$ cat config.mk
export PLATFORM = sky130hd
export DESIGN_NAME = rptr_empty
export DESIGN_NICKNAME = d
export VERILOG_FILES = /design/src/rtl/fifo_pkg.sv /design/src/rtl/sync_w2r.sv /design/src/rtl/rptr_empty.sv
export SDC_FILE = /design/constraint.sdc
export NUM_CORES = 1
export LEC_CHECK = 0
export BUFFER_PORTS_ARGS = -buffer_cell sky130_fd_sc_hd__buf_2
export CAP_MARGIN = 20
export CORE_UTILIZATION = 50
export DETAILED_ROUTE_END_ITERATION = 10
export GPL_TIMING_DRIVEN = 0
export PLACE_DENSITY = 0.82
export SYNTH_ARGS = -nofsm -noshare
export SYNTH_HDL_FRONTEND = slang
export SYNTH_HIERARCHICAL = 1
export SYNTH_SLANG_ARGS = --single-unit
$ cat constraint.sdc
create_clock -name rclk -period 9.7 [get_ports rclk]
set_input_delay 0 -clock rclk [delete_from_list [all_inputs] [get_ports rclk]]
set_output_delay 0 -clock rclk [all_outputs]
set_load 0.005 [all_outputs]
$ cat src/rtl/fifo_pkg.sv
// Shared async-FIFO helpers: Gray/binary conversion and the default address width.
// Used by both the read-side and write-side pointer stages.
package fifo_pkg;

  localparam int ADDRSIZE_DEF = 4;
  localparam int GRAY_MAXW    = 32;

  // Width-agnostic: narrower pointers are passed zero-extended and the result truncated.
  function automatic logic [GRAY_MAXW-1:0] gray2bin(input logic [GRAY_MAXW-1:0] g);
    logic [GRAY_MAXW-1:0] b;
    b = '0;
    for (int i = 0; i < GRAY_MAXW; i++) begin
      b[i] = ^(g >> i);
    end
    return b;
  endfunction

  function automatic logic [GRAY_MAXW-1:0] bin2gray(input logic [GRAY_MAXW-1:0] b);
    return (b >> 1) ^ b;
  endfunction

endpackage

$ cat src/rtl/sync_w2r.sv
// Plain flop-chain synchronizer bringing the Gray write pointer into the read clock.
// STAGES edges of latency, synchronous active-high reset, no logic between stages.
module sync_w2r #(
  parameter int WIDTH  = 5,
  parameter int STAGES = 2
) (
  input  logic             clk_i,
  input  logic             rst_i,
  input  logic [WIDTH-1:0] d_i,
  output logic [WIDTH-1:0] q_o
);

  logic [WIDTH-1:0] sync_q [STAGES];

  always_ff @(posedge clk_i) begin
    if (rst_i) begin
      for (int i = 0; i < STAGES; i++) begin
        sync_q[i] <= '0;
      end
    end else begin
      sync_q[0] <= d_i;
      for (int i = 1; i < STAGES; i++) begin
        sync_q[i] <= sync_q[i-1];
      end
    end
  end

  assign q_o = sync_q[STAGES-1];

endmodule

$ cat src/rtl/rptr_empty.sv
// Read-side pointer/empty stage of the async FIFO: Gray read pointer, GRAYSTYLE1 address,
// registered empty/almost-empty/occupancy. Sticky underflow flag when RPTR_EMPTY_UNDERFLOW_EN is defined.
module rptr_empty
  import fifo_pkg::*;
#(
  parameter int ADDRSIZE      = ADDRSIZE_DEF,
  parameter int SYNC_STAGES   = 2,
  parameter int AEMPTY_THRESH = 2
) (
  input  logic                rclk,
  input  logic                rrst,
  input  logic                rinc,
  input  logic [ADDRSIZE:0]   rwptr_raw,
  output logic                rempty,
  output logic                raempty,
  output logic [ADDRSIZE-1:0] raddr,
  output logic [ADDRSIZE:0]   rptr,
  output logic [ADDRSIZE:0]   rcount,
  output logic                runderflow
);

  localparam int PW = ADDRSIZE + 1;
  localparam logic [ADDRSIZE:0] AE_TH = PW'(AEMPTY_THRESH);

  logic [ADDRSIZE:0] rwptr2;
  logic [ADDRSIZE:0] rptr_q, rptr_d;
  logic [ADDRSIZE:0] rcount_q, rcount_d;
  logic              raddrmsb_q, raddrmsb_d;
  logic              rempty_q, rempty_d;
  logic              raempty_q, raempty_d;
  logic [ADDRSIZE:0] rbin, rbnext, wbin;

  sync_w2r #(
    .WIDTH (PW),
    .STAGES(SYNC_STAGES)
  ) u_sync_w2r (
    .clk_i(rclk),
    .rst_i(rrst),
    .d_i  (rwptr_raw),
    .q_o  (rwptr2)
  );

  always_comb begin
    rbin       = PW'(gray2bin(GRAY_MAXW'(rptr_q)));
    rbnext     = rbin + PW'(rinc & ~rempty_q);
    rptr_d     = PW'(bin2gray(GRAY_MAXW'(rbnext)));
    raddrmsb_d = rptr_d[ADDRSIZE] ^ rptr_d[ADDRSIZE-1];
    rempty_d   = (rptr_d == rwptr2);
    wbin       = PW'(gray2bin(GRAY_MAXW'(rwptr2)));
    rcount_d   = wbin - rbnext;
    raempty_d  = (rcount_d <= AE_TH);
  end

  always_ff @(posedge rclk) begin
    if (rrst) begin
      rptr_q     <= '0;
      raddrmsb_q <= 1'b0;
      rempty_q   <= 1'b1;
      raempty_q  <= 1'b1;
      rcount_q   <= '0;
    end else begin
      rptr_q     <= rptr_d;
      raddrmsb_q <= raddrmsb_d;
      rempty_q   <= rempty_d;
      raempty_q  <= raempty_d;
      rcount_q   <= rcount_d;
    end
  end

`ifdef RPTR_EMPTY_UNDERFLOW_EN
  logic runderflow_q;

  always_ff @(posedge rclk) begin
    if (rrst) begin
      runderflow_q <= 1'b0;
    end else if (rinc && rempty_q) begin
      runderflow_q <= 1'b1;
    end
  end

  assign runderflow = runderflow_q;
`else
  assign runderflow = 1'b0;
`endif

  // GRAYSTYLE1: top address bit folds the two Gray MSBs so both sides agree on the mapping.
  assign raddr   = {raddrmsb_q, rptr_q[ADDRSIZE-2:0]};
  assign rptr    = rptr_q;
  assign rempty  = rempty_q;
  assign raempty = raempty_q;
  assign rcount  = rcount_q;

endmodule

# Yosys cells after proc, flatten, opt, wreduce, memory -nomap -nowiden
# Memory sizes are Yosys's and may differ from the RTL's.
# Cells that the tools add are included.
# word_totals
in_bits	8
wordCells	31
output_inout_bits	17
mem_bits_rw	10
n_memories	1
reg_bits	13
# classes
bitwise	6
mux	5
magnitude_cmp	1
n_reduce_logical	10
add_sub_neg	2
n_eq_ne	1
# mem_list
memory	words	width	read_ports	rd_ports_with_merged_regs	wr	line	rtl
u_sync_w2r.sync_q	2	5	2	0	2	sync_w2r.sv:13	logic [WIDTH-1:0] sync_q [STAGES];
# ops
operator	count
$reduce_xor A32 Y1	10
$mux W5	2
$add A5 B5 Y5	1
$and A1 B5 Y5	1
$eq A5 B5 Y1	1
$le A5 B2 Y1 const B	1
$not A1 Y5	1
$sub A5 B5 Y5	1
$xor A4 B5 Y5	1
$mux W1	3
$or A1 B1 Y1	2
$xor A1 B1 Y1	1

# Logic depth before layout (Yosys ltp)
# logic_depth
word_depth	5
ltp_mapped	13
depth_no_buf	13

# Cells and area by module
# Netlist, hierarchy kept.
# modules_own_cells
module	cells_per_inst	instances	seq_area_each_um2	area_each_um2
rptr_empty	93	1	260.2	875.8
sync_w2r	25	1	200.2	300.3

# Worst setup path before layout
# OpenSTA, ideal clock, no wires.
# synth_path
kind	register -> register
start	register rptr_q[4], in the netlist rptr[4]
end	register raempty_q, in the netlist raempty
stages_incl_launch_ff	14
synth_period_minus_slack_ns	3.212
setup_slack_ns	6.488
arrival_time_ns	3.097
n_path_buf	0
required_time_ns	9.585
setup_ns	0.115
path_cell_list	dfxtp_1 -> xor2_1 -> xnor2_1 -> xnor2_1 -> xor2_1 -> ha_1 -> ha_1 -> xor2_1 -> ha_1 -> inv_1 -> o21bai_4 -> xnor2_1 -> a311o_1 -> a31o_1
# synth_via
elab_chain_cells	4
word_cells_on_any_way	8
cone_classes	add/sub (2); order compare (1); reduce/logical (5)
# synth_rtl
item	line	rtl
start: declaration	rptr_empty.sv:26	logic [ADDRSIZE:0] rptr_q, rptr_d;
start signal: assignment	rptr_empty.sv:62	rptr_q <= rptr_d;
$reduce_xor A32 Y1	fifo_pkg.sv:13	b[i] = ^(g >> i);
$add A5 B5 Y5 *	rptr_empty.sv:45	rbnext = rbin + PW'(rinc & ~rempty_q);
$sub A5 B5 Y5 *	rptr_empty.sv:50	rcount_d = wbin - rbnext;
$le A5 B2 Y1 *	rptr_empty.sv:51	raempty_d = (rcount_d <= AE_TH);
end signal: assignment	rptr_empty.sv:65	raempty_q <= raempty_d;
end: declaration	rptr_empty.sv:30	logic raempty_q, raempty_d;
# Mark *: on every way between the ends. The rest lies on a longest branch, timed or not.
# A chain may end at the register's enable or synchronous reset.

# Final worst setup path
# Same ends and word-level chain as after synthesis.

==> run summary <==
### Synth
* cell count after synthesis: 118
* portion of the post-synthesis area used by sequential elements: 39.1%
* area share of the leading cell type in the synthesized netlist: 39.1%
* average cell area after synthesis: 9.97 sq um
* top cells by instance count after synthesis: sky130_fd_sc_hd__dfxtp_1, sky130_fd_sc_hd__xnor2_1, sky130_fd_sc_hd__nor2b_1, sky130_fd_sc_hd__nor2_1, sky130_fd_sc_hd__buf_4
* most instantiated flip-flop cell in the synthesis netlist: sky130_fd_sc_hd__dfxtp_1
* EDFF count, synth: 0
* number of distinct library cells after synthesis: 31
* warnings from Yosys: 6
* register bit count reported by yosys: 23
* Netlist Area Pre-Place: 0.00118 sq mm
* proportion of synthesized flip-flops having asynchronous set or reset: 0%
* cell types occupying the most area after synthesis: sky130_fd_sc_hd__dfxtp_1, sky130_fd_sc_hd__xnor2_1, sky130_fd_sc_hd__xor2_1
* syn nets: 132
* Synth area leader: sky130_fd_sc_hd__dfxtp_1
* most common cell in the synthesized netlist: sky130_fd_sc_hd__dfxtp_1

### Worst setup path
* number of cell instances on the worst register-to-register path: 13
* capture point of the worst reg-to-reg path: raempty
* Worst EP arrival: 3.83 ns
* worst-path fanout max: 5
* end point of the critical path: raempty
* category of the worst setup path capture point: flop
* required time of the critical path: 9.92 ns
* R2R setup slack: 6.09 ns
* Setup crit start kind: flop
* Worst Setup Path Type: flop to flop
* worst flop-to-flop path startpoint: rptr[4]
* worst setup path start: rptr[4]

### Placement
* final estimated routing congestion in global placement: 0.764
* placed standard-cell area: 0.00133 sq mm
* total of buffers placed on input and output ports: 23
* Final HPWL DP: 1470 um

### Clock tree
* maximum clock insertion buffer count: 2
* number of setup buffers added after CTS: 0
* H-tree levels: 1
* Clk Tree Root Cell: sky130_fd_sc_hd__clkbuf_4
* Clk Latency, worst-skew pair: 0.32 ns
* clock tree from TritonCTS: yes
* CTS Buf Count: 3
* CTS sink count: 23
* clock-pin transition on the worst setup and hold timing paths: 0.12 ns

### Die
* starting density of the core: 53.2%
* cell row count: 17
* area of the core region: 0.00221 sq mm
* die boundary height: 50.5 um
* IO Pins: 25
* floorplan die width: 50.5 um
* Die ar.: 0.00255 sq mm

### STA
* total count of max-transition violations in the final report: 0
* hold violation count in the final report: 0
* final setup violation count: 0
* worst setup skew after layout: 0.00339 ns
* shortest clock period the worst path allows after layout: 3.61 ns
* highest achievable clock rate: 277 MHz
* summed negative setup slack over all endpoints: 0 ns
* final clock period utilization by the worst path: 37.2%
* unrepaired setup endpoints after global routing: false

### Routing
* iteration-0 DRC count of the detailed router: 16
* Final ANT Viol Nets: 0
* DR pass1 iterations: 4
* final wirelength: 2030 um
* DR DRC count: 0
* number of vias after detailed routing: 860
* routed len/inst: 11.1 um
* vias per inst: 4.70

### Cells and area
* multi-input gate area in the final layout: 606 sq um
* Final #Nets: 170
* total inserted antenna cells: 0
* Area Growth Syn to Fin: 23.6%
* number of filler instances in the final layout: 194
* total non-filler cell area in the finished layout: 0.00145 sq mm
* share of layout cells above drive strength 1: 27.7%
* FF+latch area: 460 sq um

### GRT
* met1 Resource Use GR: 18.5%
* GR met3 Demand/Resource: 2.73%
* initial antenna violation count: 0
* total routing usage reported by global routing: 19.1%
* busiest metal layer after global routing: met2
* vias in the first global route: 841
* final global-route overflow total: 0
* first-pass GRT wire length: 3530 um
* maximum number of pins on one net before global-route repair: 14
* met2 usage in global routing: 37.3%

### Power and ir drop
* highest ir drop seen on vdd: 0.000235 V
* Cell Pwr Density: 361 mW/mm^2
* Leakage Power: 0.704 nW

### Worst hold path
* Hold Crit Class: input port to flop

### Run status
* run status: completed

### Run
* number of maximum-capacitance violations: 0

worst min-delay path by stage:
stage / start / end / slack, ns / depth (start not counted)
global placement: rwptr_raw[3] / u_sync_w2r/sync_q[0][3] / 0.21 / 2
CTS: rinc / rptr[0] / 0.30 / 5
global route: rinc / rptr[0] / 0.33 / 5
floorplan: rrst / rcount[1] / 0.07 / 1
detailed placement: rwptr_raw[1] / u_sync_w2r/sync_q[0][1] / 0.22 / 2
finish: rinc / rptr[0] / 0.31 / 5
logic make-up (layout without fill, tap and decap cells):
kind of cell	after synthesis	in the layout	share of synthesized area (%)
compound gates	10	10	7.45
simple gates	32	32	14.3
mux	2	2	2.02
flops	23	23	39.1
xor+xnor	24	24	20.1
buf+inv	19	56	9.36
fa+ha+maj	7	7	7.34
other cells	1	1	0.319
state kept, by name, indices dropped and copies added, names as in the netlist:
register           count
raddrmsb_q             1
rptr                   5
u_sync_w2r/sync_q     10
rcount                 5
raempty                1
rempty                 1
layer usage:
metal  vias to the layer above  wire, um
met3                         4        69
met4                         0        59
met1                       390       811
met5                         -         0
li1                        443         -
met2                        23      1090
cell type report:
cell class / instances / share of cell area, %
Tap cell: 28 / 2.41
Timing Repair Buffer: 33 / 14.8
Clock inverter: 1 / 0.344
Buffer: 13 / 6.02
Clock buffer: 3 / 1.55
Inverter: 6 / 1.55
Sequential cell: 23 / 31.7
Multi-Input combinational cell: 76 / 41.7
worst max-delay path, stage by stage, from the launching register on:
cell,delay [ns]
sky130_fd_sc_hd__dfxtp_1,0.43
sky130_fd_sc_hd__xor2_1,0.25
sky130_fd_sc_hd__xnor2_1,0.22
sky130_fd_sc_hd__xnor2_1,0.22
sky130_fd_sc_hd__xor2_1,0.20
sky130_fd_sc_hd__ha_1,0.20
sky130_fd_sc_hd__ha_1,0.27
sky130_fd_sc_hd__xor2_1,0.43
sky130_fd_sc_hd__ha_1,0.34
sky130_fd_sc_hd__inv_1,0.13
sky130_fd_sc_hd__o21bai_4,0.09
sky130_fd_sc_hd__xnor2_1,0.14
sky130_fd_sc_hd__a311o_1,0.38
sky130_fd_sc_hd__a31o_1,0.22
timing repair:
item                      CTS  global route
hold buffers               10             0
resized for setup           0             0
hold endpoints to repair    9             0
cell usage in the layout, fill, tap and decap left out, types with 4 or more instances in the layout:
master                           n
sky130_fd_sc_hd__nor3_1          4
sky130_fd_sc_hd__nor2_1         11
sky130_fd_sc_hd__inv_1           6
sky130_fd_sc_hd__dlygate4sd3_1  10
sky130_fd_sc_hd__xor2_1          9
sky130_fd_sc_hd__buf_2          24
sky130_fd_sc_hd__xnor2_1        13
sky130_fd_sc_hd__buf_4          10
sky130_fd_sc_hd__ha_1            6
sky130_fd_sc_hd__nor2b_1        12
sky130_fd_sc_hd__dfxtp_1        23
per-stage QoR:
step	hold slack, ns	total power [mW]	util, %	setup slack (ns)	cells
6_report	0.305	0.525	65.7	6.09	183
5_1_grt	0.331	0.574	65.7	5.84	183
4_1_cts	0.298	0.525	65.7	6.08	183
3_5_place_dp	0.219	0.477	60.0	6.11	169
3_3_place_gp	0.206	0.460	60.0	6.27	169
2_1_floorplan	0.0716	0.404	-	6.49	118
power breakdown:
group          switching [mW]  internal, mW
Combinational           0.178         0.173
Sequential             0.0112         0.119
Clock                  0.0289        0.0155
Note: power is estimated with default switching activity, not from simulation.
